--- src/rtl/sha256_msg_sched_pkg.sv ---
// ---------------------------------------------------------------------------
// sha256_msg_sched_pkg
// Shared constants and types for the SHA-256 message-schedule datapath:
// word width, round count, sliding-window depth, the rotate/shift amounts
// used by the small sigma functions, and the scheduler state encoding.
// ---------------------------------------------------------------------------
package sha256_msg_sched_pkg;

  localparam int WORD_W    = 32;
  localparam int ROUNDS    = 64;
  localparam int WIN_DEPTH = 16;
  localparam int BLOCK_W   = WORD_W * WIN_DEPTH;
  localparam int T_W       = 6;

  // sigma0(x) = ROTR7 ^ ROTR18 ^ SHR3
  localparam int S0_ROT_A = 7;
  localparam int S0_ROT_B = 18;
  localparam int S0_SHR   = 3;

  // sigma1(x) = ROTR17 ^ ROTR19 ^ SHR10
  localparam int S1_ROT_A = 17;
  localparam int S1_ROT_B = 19;
  localparam int S1_SHR   = 10;

  localparam logic [T_W-1:0] LAST_T = T_W'(ROUNDS - 1);

  typedef enum logic {
    ST_IDLE = 1'b0,
    ST_RUN  = 1'b1
  } state_t;

endpackage

--- src/rtl/sha256_msg_sched_small_sigma.sv ---
// ---------------------------------------------------------------------------
// sha256_small_sigma
// Combinational SHA-256 small sigma function.
//   SEL_SIGMA1 = 0 : y_o = sigma0(x_i)
//   SEL_SIGMA1 = 1 : y_o = sigma1(x_i)
// Ports:
//   x_i  input  [31:0]  operand word
//   y_o  output [31:0]  sigma result
// ---------------------------------------------------------------------------
module sha256_small_sigma
  import sha256_msg_sched_pkg::*;
#(
  parameter bit SEL_SIGMA1 = 1'b0
) (
  input  logic [WORD_W-1:0] x_i,
  output logic [WORD_W-1:0] y_o
);

  localparam int ROT_A = SEL_SIGMA1 ? S1_ROT_A : S0_ROT_A;
  localparam int ROT_B = SEL_SIGMA1 ? S1_ROT_B : S0_ROT_B;
  localparam int SHR_N = SEL_SIGMA1 ? S1_SHR   : S0_SHR;

  logic [WORD_W-1:0] rot_a_s;
  logic [WORD_W-1:0] rot_b_s;
  logic [WORD_W-1:0] shr_s;

  // Rotations are pure rewiring of the operand bits.
  assign rot_a_s = {x_i[ROT_A-1:0], x_i[WORD_W-1:ROT_A]};
  assign rot_b_s = {x_i[ROT_B-1:0], x_i[WORD_W-1:ROT_B]};
  assign shr_s   = x_i >> SHR_N;

  assign y_o = rot_a_s ^ rot_b_s ^ shr_s;

endmodule

--- src/rtl/sha256_msg_sched.sv ---
// ---------------------------------------------------------------------------
// sha256_msg_sched
// SHA-256 message schedule generator. Accepts one 512-bit block and streams
// the 64 schedule words W[0..63] with a valid/ready handshake, using a
// 16-word sliding window: slot0 is always the word on offer, and each
// transfer shifts the window down and appends the next derived word.
// Ports:
//   clk       input         rising-edge clock
//   rst       input         synchronous active-high reset
//   load      input         request to accept block_in (honoured in IDLE only)
//   block_in  input  [511:0] message block, M0 in [511:480] .. M15 in [31:0]
//   ready     output        idle, able to accept load
//   w_out     output [31:0] current schedule word W[t]
//   t_out     output [5:0]  index t of w_out
//   w_valid   output        w_out/t_out valid
//   w_ready   input         downstream consumes the word this cycle
//   done      output        pulses in the cycle W[63] is consumed
// ---------------------------------------------------------------------------
module sha256_msg_sched
  import sha256_msg_sched_pkg::*;
(
  input  logic               clk,
  input  logic               rst,
  input  logic               load,
  input  logic [BLOCK_W-1:0] block_in,
  output logic               ready,
  output logic [WORD_W-1:0]  w_out,
  output logic [T_W-1:0]     t_out,
  output logic               w_valid,
  input  logic               w_ready,
  output logic               done
);

  state_t            state_q, state_d;
  logic [T_W-1:0]    t_q, t_d;
  logic [WORD_W-1:0] win_q [WIN_DEPTH];
  logic [WORD_W-1:0] win_d [WIN_DEPTH];

  logic [WORD_W-1:0] sig0_s;
  logic [WORD_W-1:0] sig1_s;
  logic [WORD_W-1:0] w_new_s;
  logic              xfer_s;

  sha256_small_sigma #(.SEL_SIGMA1(1'b0)) u_sigma0 (
    .x_i (win_q[1]),
    .y_o (sig0_s)
  );

  sha256_small_sigma #(.SEL_SIGMA1(1'b1)) u_sigma1 (
    .x_i (win_q[14]),
    .y_o (sig1_s)
  );

  // Window positions map to W[t-16], W[t-15], W[t-7], W[t-2] relative to
  // the word being appended at slot15.
  assign w_new_s = sig1_s + win_q[9] + sig0_s + win_q[0];

  assign xfer_s  = (state_q == ST_RUN) && w_ready;

  assign ready   = (state_q == ST_IDLE);
  assign w_valid = (state_q == ST_RUN);
  assign w_out   = win_q[0];
  assign t_out   = t_q;
  assign done    = xfer_s && (t_q == LAST_T);

  // Next-state computation for FSM, index and window.
  always_comb begin
    state_d = state_q;
    t_d     = t_q;
    for (int k = 0; k < WIN_DEPTH; k++) begin
      win_d[k] = win_q[k];
    end

    case (state_q)
      ST_IDLE: begin
        if (load) begin
          for (int k = 0; k < WIN_DEPTH; k++) begin
            win_d[k] = block_in[BLOCK_W-1-WORD_W*k -: WORD_W];
          end
          t_d     = '0;
          state_d = ST_RUN;
        end else begin
          state_d = ST_IDLE;
        end
      end
      ST_RUN: begin
        if (xfer_s) begin
          for (int k = 0; k < WIN_DEPTH-1; k++) begin
            win_d[k] = win_q[k+1];
          end
          win_d[WIN_DEPTH-1] = w_new_s;
          if (t_q == LAST_T) begin
            // Final word consumed: no wrap inside RUN, go idle.
            t_d     = '0;
            state_d = ST_IDLE;
          end else begin
            t_d = t_q + T_W'(1);
          end
        end else begin
          state_d = ST_RUN;
        end
      end
      default: begin
        state_d = ST_IDLE;
        t_d     = '0;
      end
    endcase
  end

  // State registers with synchronous reset; reset also clears the window.
  always_ff @(posedge clk) begin
    if (rst) begin
      state_q <= ST_IDLE;
      t_q     <= '0;
      for (int k = 0; k < WIN_DEPTH; k++) begin
        win_q[k] <= '0;
      end
    end else begin
      state_q <= state_d;
      t_q     <= t_d;
      for (int k = 0; k < WIN_DEPTH; k++) begin
        win_q[k] <= win_d[k];
      end
    end
  end

endmodule

--- config.mk ---
export PLATFORM = sky130hd
export DESIGN_NAME = sha256_msg_sched
export DESIGN_NICKNAME = d
export VERILOG_FILES = /design/src/rtl/sha256_msg_sched_pkg.sv /design/src/rtl/sha256_msg_sched_small_sigma.sv /design/src/rtl/sha256_msg_sched.sv
export SDC_FILE = /design/constraint.sdc
export NUM_CORES = 1
export LEC_CHECK = 0
export BUFFER_PORTS_ARGS = -buffer_cell sky130_fd_sc_hd__clkbuf_2
export CAP_MARGIN = 20
export CORE_UTILIZATION = 55
export CTS_CLUSTER_DIAMETER = 100
export DETAILED_ROUTE_END_ITERATION = 10
export GPL_TIMING_DRIVEN = 0
export PLACE_DENSITY = 0.81
export SYNTH_ARGS = -nofsm -noshare
export SYNTH_HDL_FRONTEND = slang
export SYNTH_SLANG_ARGS = --single-unit
--- constraint.sdc ---
create_clock -name clk -period 11.4 [get_ports clk]
set_clock_uncertainty 0.2 [all_clocks]
set_input_delay 2.28 -clock clk [delete_from_list [all_inputs] [get_ports clk]]
set_output_delay 2.28 -clock clk [all_outputs]
set_load 0.01 [all_outputs]
==> results_dict.tcl, run 1 <==
set metrics [dict create \
    power.share.sequential_pct 33.2 \
    min_from "win_q[1][80]$_SDFFE_PP0P_" \
    start_kind "primary input" \
    hold_depth 2 \
    numCtsBuffers 53 \
    post_drt_wl_per_cell_um 24.1 \
    design.core.area_um2 48000 \
    setup_violations 0 \
    critPathTopFamily "simple AND/OR/NAND/NOR gates" \
    placementRows 80 \
    crit_cells 4 \
    cts_setup_buffers 0 \
    ioPinCount 557 \
    synth-edff-count 0 \
    insertion_delay_ns 0.59 \
    cts.clk_slew.worst_paths_ns 0.06 \
    power_mw 6.56 \
    initial_core_util_pct 56.2 \
    worstMarginPinSlew_ns 1.01 \
    seq_area_frac_synth_pct 38.5 \
    holdWs_ns 0.299 \
    critPathArrivalTime_ns 3.52 \
    grt_pass1_vias 23900 \
    grt_pass1_wl_mm 146 \
    grt_overflow_total 0 \
    report.final.hold_viol_count 0 \
    dp_hpwl_mm 82.5 \
    r2r-start "win_q[0][51]$_SDFFE_PP0P_" \
    vias 24800 \
    status "complete, no violations" \
    drive_gt1_share_pct 19.0 \
    final-max-slew-violation-count 0 \
    hold_buffers 0 \
    cp_max_fo 10 \
    worst_slack_ns 5.40 \
    n_fill_cell 4057 \
    clockBufferDepth 3 \
    synth_area_um2 27000 \
    cts.sinks 519 \
    async_reset_ff_share_pct 0 \
    fmax_ghz 0.167 \
    ir_drop_mv 0.119 \
    syn2layout_area_growth_pct 19.8 \
    rsz0062_at_grt "false" \
    worstSetupPathType "in2out" \
    dieArea_um2 50000 \
    finalCriticalPeriod_ns 6.00 \
    ctsRootBufferMaster "clkbuf_16" \
    synth_area_leader_cell "dfxtp_1" \
    post-route-period-util_pct 52.7 \
    cts_tree "yes" \
    pwr-share-clk_pct 27.4 \
    final_nets 4149 \
    critPathRequiredTime_ns 8.92 \
    tns_ns 0 \
    power.density_nw_per_um2 203 \
    r2r-end "win_q[1][247]$_SDFFE_PP0P_" \
    min_to "win_q[1][80]$_SDFFE_PP0P_" \
    power_leakage_nw 13.9 \
    synth.top_cell.area_share_pct 38.5 \
    critPathBufInv 2 \
    synth_nets 3540 \
    place_congestion 1.04 \
    port_buffers 554 \
    track_usage_pct 39.3 \
    post-route-drc-count 0 \
    switching_share_pct 38.0 \
    synth_area_per_cell_um2 9.22 \
    worstPathCellList "clkbuf_1, nand2_1, nor3_1, clkbuf_2" \
    die_w_um 224 \
    ys.flop_type "dfxtp_1" \
    pwr-share-comb_pct 39.4 \
    internal_power_mw 4.07 \
    antenna_left 0 \
    antenna_found_initial 27 \
    crit_path_end_kind "output pin" \
    min_path_type "reg2reg" \
    yosysWarningCount 0 \
    ys_ff_latch 519 \
    p_switching_mw 2.49 \
    worstRegToRegCells 14 \
    slowest_stage "clkbuf_1" \
    drt_iter0_drc 2328 \
    cts_max_level 2 \
    r2r_slack_ns 5.97 \
    synth.area.top_cells "dfxtp_1 (38%), mux2i_1 (18%), a211oi_1 (14%)" \
    yosysMostFrequentCell "nor2_1" \
    critPathMaxStageDelay_ns 0.38 \
    grt_max_degree 14 \
    drt-pass1-iter-count 8 \
    maxCapViolations 0 \
    syn_inst 2930 \
    pre_cts_ws_ns 5.42 \
    cts_resized 0 \
    vias_per_cell 5.90 \
    dieHeight_um 224 \
    slew-limit-headroom_pct 32.6 \
    post_synth_num_cell_types 53 \
    wl_mm 102 \
    synthTopCellsByCount "nor2_1 (539), dfxtp_1 (519), a211oi_1 (501)" \
]
cells by family after synthesis:
| family | after synthesis | share of synthesized area, % |
|---|---|---|
| AO/OA/AOI/OAI | 627 | 17.0 |
| XOR/XNOR | 147 | 4.77 |
| adder cells (fa/ha/maj) | 94 | 6.08 |
| buffers and inverters | 449 | 6.71 |
| flip-flops | 519 | 38.5 |
| multiplexers | 495 | 18.4 |
| AND/OR/NAND/NOR | 599 | 8.62 |
metal layers:
layer  vias to the layer above  routed length (um)  GRT usage (%)
met2                      1291               46500           64.3
li1                      11500                   -              -
met3                       298                9280           8.91
met4                        30                6270           21.8
met1                     11700               39300           47.9
met5                         -                 173              0
sequential cells by signal, indices dropped and copies added (netlist names):
name and cells:
win_q 512, w_valid 1, t_out 6
power by group through the flow:
stage	registers, mW	clock network, mW	logic (mW)
after detailed placement	2.21	0	2.49
after floorplan	2.13	0	1.76
after global routing	2.19	1.87	2.79
after global placement	2.20	0	2.47
after CTS	2.17	1.79	2.51
final	2.18	1.80	2.58
tightest hold or removal path, stage by stage (launching register included):
cell and delay (ns):
dfxtp_1 0.30, nor2_1 0.09, a211oi_1 0.05
cell usage in the layout (no fill, tap or decap), types with 25 or more instances in the layout:
cell         n
clkbuf_2   554
nor2_1     539
dfxtp_1    519
a211oi_1   501
mux2i_1    495
clkbuf_1   274
inv_1      130
xnor2_1    127
fa_1        62
clkbuf_16   55
a21oi_1     33
ha_1        32
buf_4       32
nand2_1     25
worst max path at each step:
| stage | start | endpoint |
|---|---|---|
| global placement | w_ready | done |
| global route | w_ready | done |
| finish | w_ready | done |
| detailed placement | w_ready | done |
| floorplan | w_ready | done |
| CTS | w_ready | done |
metrics by stage:
step	std cells	util, %	cell area [um^2]
floorplan	2930	-	27000
global placement	4099	63.6	30500
detailed placement	4099	63.6	30500
CTS	4193	67.3	32300
global route	4203	67.3	32300
finish	4205	67.3	32400
final cells by class:
class | count | area, um^2 | area share, %
diodes | 12 | 30.0 | 0.0928
plain buffers | 319 | 1320 | 4.09
clock buffers | 76 | 1560 | 4.81
clock inverters | 18 | 226 | 0.700
inverters | 130 | 488 | 1.51
multi-input cells | 1962 | 14800 | 45.7
flip-flops and latches | 519 | 10400 | 32.1
well taps | 615 | 769 | 2.38
repair buffers | 554 | 2770 | 8.57
(Power assumes the default switching activity.)
==> run 2, diff against run 1 <==
Settings changed: CORE_UTILIZATION 55 to 50, PLACE_DENSITY 0.81 to 0.78.
Clock period 11.4 ns to 5.5 ns, I/O delays scaled along.
==> results_dict.tcl, run 2 (synthesis results as in run 1) <==
set metrics [dict create \
    status "complete, no violations" \
    initial_core_util_pct 51.0 \
    wl_mm 103 \
    cts_tree "yes" \
    maxCapViolations 0 \
    drive_gt1_share_pct 19.0 \
    slew-limit-headroom_pct 34.0 \
    final_common_cell "clkbuf_2" \
    min_path_type "reg2reg" \
    fmax_ghz 0.196 \
    critPathRequiredTime_ns 5.79 \
    cts.clk_slew.worst_paths_ns 0.06 \
    insertion_delay_ns 0.61 \
    start_kind "flip-flop" \
    grt_overflow_total 0 \
    tns_ns 0 \
    port_buffers 554 \
    post-route-period-util_pct 92.9 \
    design.core.area_um2 53000 \
    regMostFlops "win_q" \
    dieArea_um2 54900 \
    worstSetupPathType "reg2reg" \
    crit_path_end_kind "flip-flop" \
    finalCriticalPeriod_ns 5.11 \
    largest_reg_flops 512 \
    placed_area_um2 30600 \
    vias 24700 \
    setup_violations 0 \
    track_usage_pct 36.2 \
    final-max-slew-violation-count 0 \
    final_area_um2 32400 \
    hold_buffers 0 \
    dieHeight_um 234 \
    antenna_left 0 \
    cp_max_fo 5 \
    report.final.hold_viol_count 0 \
    worstMarginPinSlew_ns 0.990 \
    ioPinCount 557 \
    cts_max_level 2 \
    syn2layout_area_growth_pct 20.1 \
    power_leakage_nw 13.9 \
    post_drt_wl_per_cell_um 24.0 \
    most-common-layout-cells "clkbuf_2 (554), nor2_1 (539), dfxtp_1 (519), a211oi_1 (501), mux2i_1 (495)" \
    numCtsBuffers 54 \
    post-route-drc-count 0 \
    drt-pass1-iter-count 6 \
    drt_iter0_drc 2190 \
    ctsRootBufferMaster "clkbuf_16" \
    vias_per_cell 5.78 \
    cts.sinks 519 \
    die_w_um 234 \
    ir_drop_mv 0.256 \
    fin_util_pct 61.2 \
    final_nets 4150 \
    grt_max_degree 15 \
    grt_pass1_wl_mm 146 \
    dp_hpwl_mm 83.5 \
    placementRows 84 \
    antenna_found_initial 21 \
    grt_pass1_vias 23800 \
    clockBufferDepth 3 \
    critPathArrivalTime_ns 5.41 \
    rsz0062_at_grt "false" \
    power.density_nw_per_um2 417 \
    place_congestion 1.03 \
]
-- run 2: changes by cell type in the layout (fill, tap and decap cells not counted) --
cell        change
clkinv_2        -6
inv_8           +1
clkbuf_1        -2
bufinv_16       -2
clkinv_8        +1
a221oi_1        -1
clkbuf_16       -1
inv_6           +1
clkinvlp_4      -1
a221oi_2        +1
diode_2         -3
clkbuf_8        +5
-- run 2: area by class of cell --
| cell class | instances | area [um^2] |
|---|---|---|
| Timing Repair Buffer | 554 | 2770 |
| Sequential cell | 519 | 10400 |
| Clock buffer | 78 | 1590 |
| Fill cell | 4753 | 20600 |
| Antenna cell | 9 | 22.5 |
| Tap cell | 688 | 861 |
| Inverter | 130 | 488 |
| Buffer | 319 | 1320 |
| Clock inverter | 12 | 165 |
| Multi-Input combinational cell | 1962 | 14800 |
-- run 2: through the flow --
| stage | hold slack [ns] | instances | total power, mW | worst slack [ns] |
|---|---|---|---|---|
| 3_3_place_gp | 0.285 | 4172 | 9.61 | 0.343 |
| 2_1_floorplan | 0.257 | 2930 | 8.07 | 1.17 |
| 3_5_place_dp | 0.291 | 4172 | 9.68 | 0.320 |
| 4_1_cts | 0.299 | 4262 | 13.4 | 0.287 |
| 5_1_grt | 0.312 | 4268 | 14.1 | 0.173 |
| 6_report | 0.296 | 4271 | 13.5 | 0.389 |
-- run 2: worst max-delay path, cell delays in order (launching register included) --
cell,delay [ns]
dfxtp_1,0.31
clkbuf_1,0.40
xnor2_1,0.16
xnor2_1,0.31
fa_1,0.50
fa_1,0.47
ha_1,0.23
fa_1,0.47
a21o_1,0.24
a221oi_2,0.38
o21bai_1,0.16
a221oi_2,0.46
nor3_1,0.13
a41oi_1,0.28
mux2i_1,0.23
nand2_1,0.08
-- run 2: where the power goes --
part | switching, mW | internal [mW]
Clock | 1.55 | 2.14
Sequential | 0.346 | 4.17
Combinational | 3.23 | 2.07
-- run 2: worst paths after layout --
kind	from	to	slack, ns	depth (start not counted)
setup / recovery	win_q[1][210]$_SDFFE_PP0P_	win_q[1][255]$_SDFFE_PP0P_	0.39	15
hold reg to reg	win_q[0][186]$_SDFFE_PP0P_	win_q[0][186]$_SDFFE_PP0P_	0.30	2
hold / removal	win_q[0][186]$_SDFFE_PP0P_	win_q[0][186]$_SDFFE_PP0P_	0.30	2
setup reg to reg	win_q[1][210]$_SDFFE_PP0P_	win_q[1][255]$_SDFFE_PP0P_	0.39	15
-- run 2: repair_timing --
action,in CTS,in global routing
endpoints found under the setup margin,0,1
hold endpoints to repair,0,0
buffers inserted,0,0
gates resized for setup,0,1
-- run 2: metal layers --
layer  part of all wire (%)  track usage (%)
met2                     46             59.8
met1                     39             44.5
met4                    5.7             18.9
met5                   0.17                0
met3                    8.8             7.45
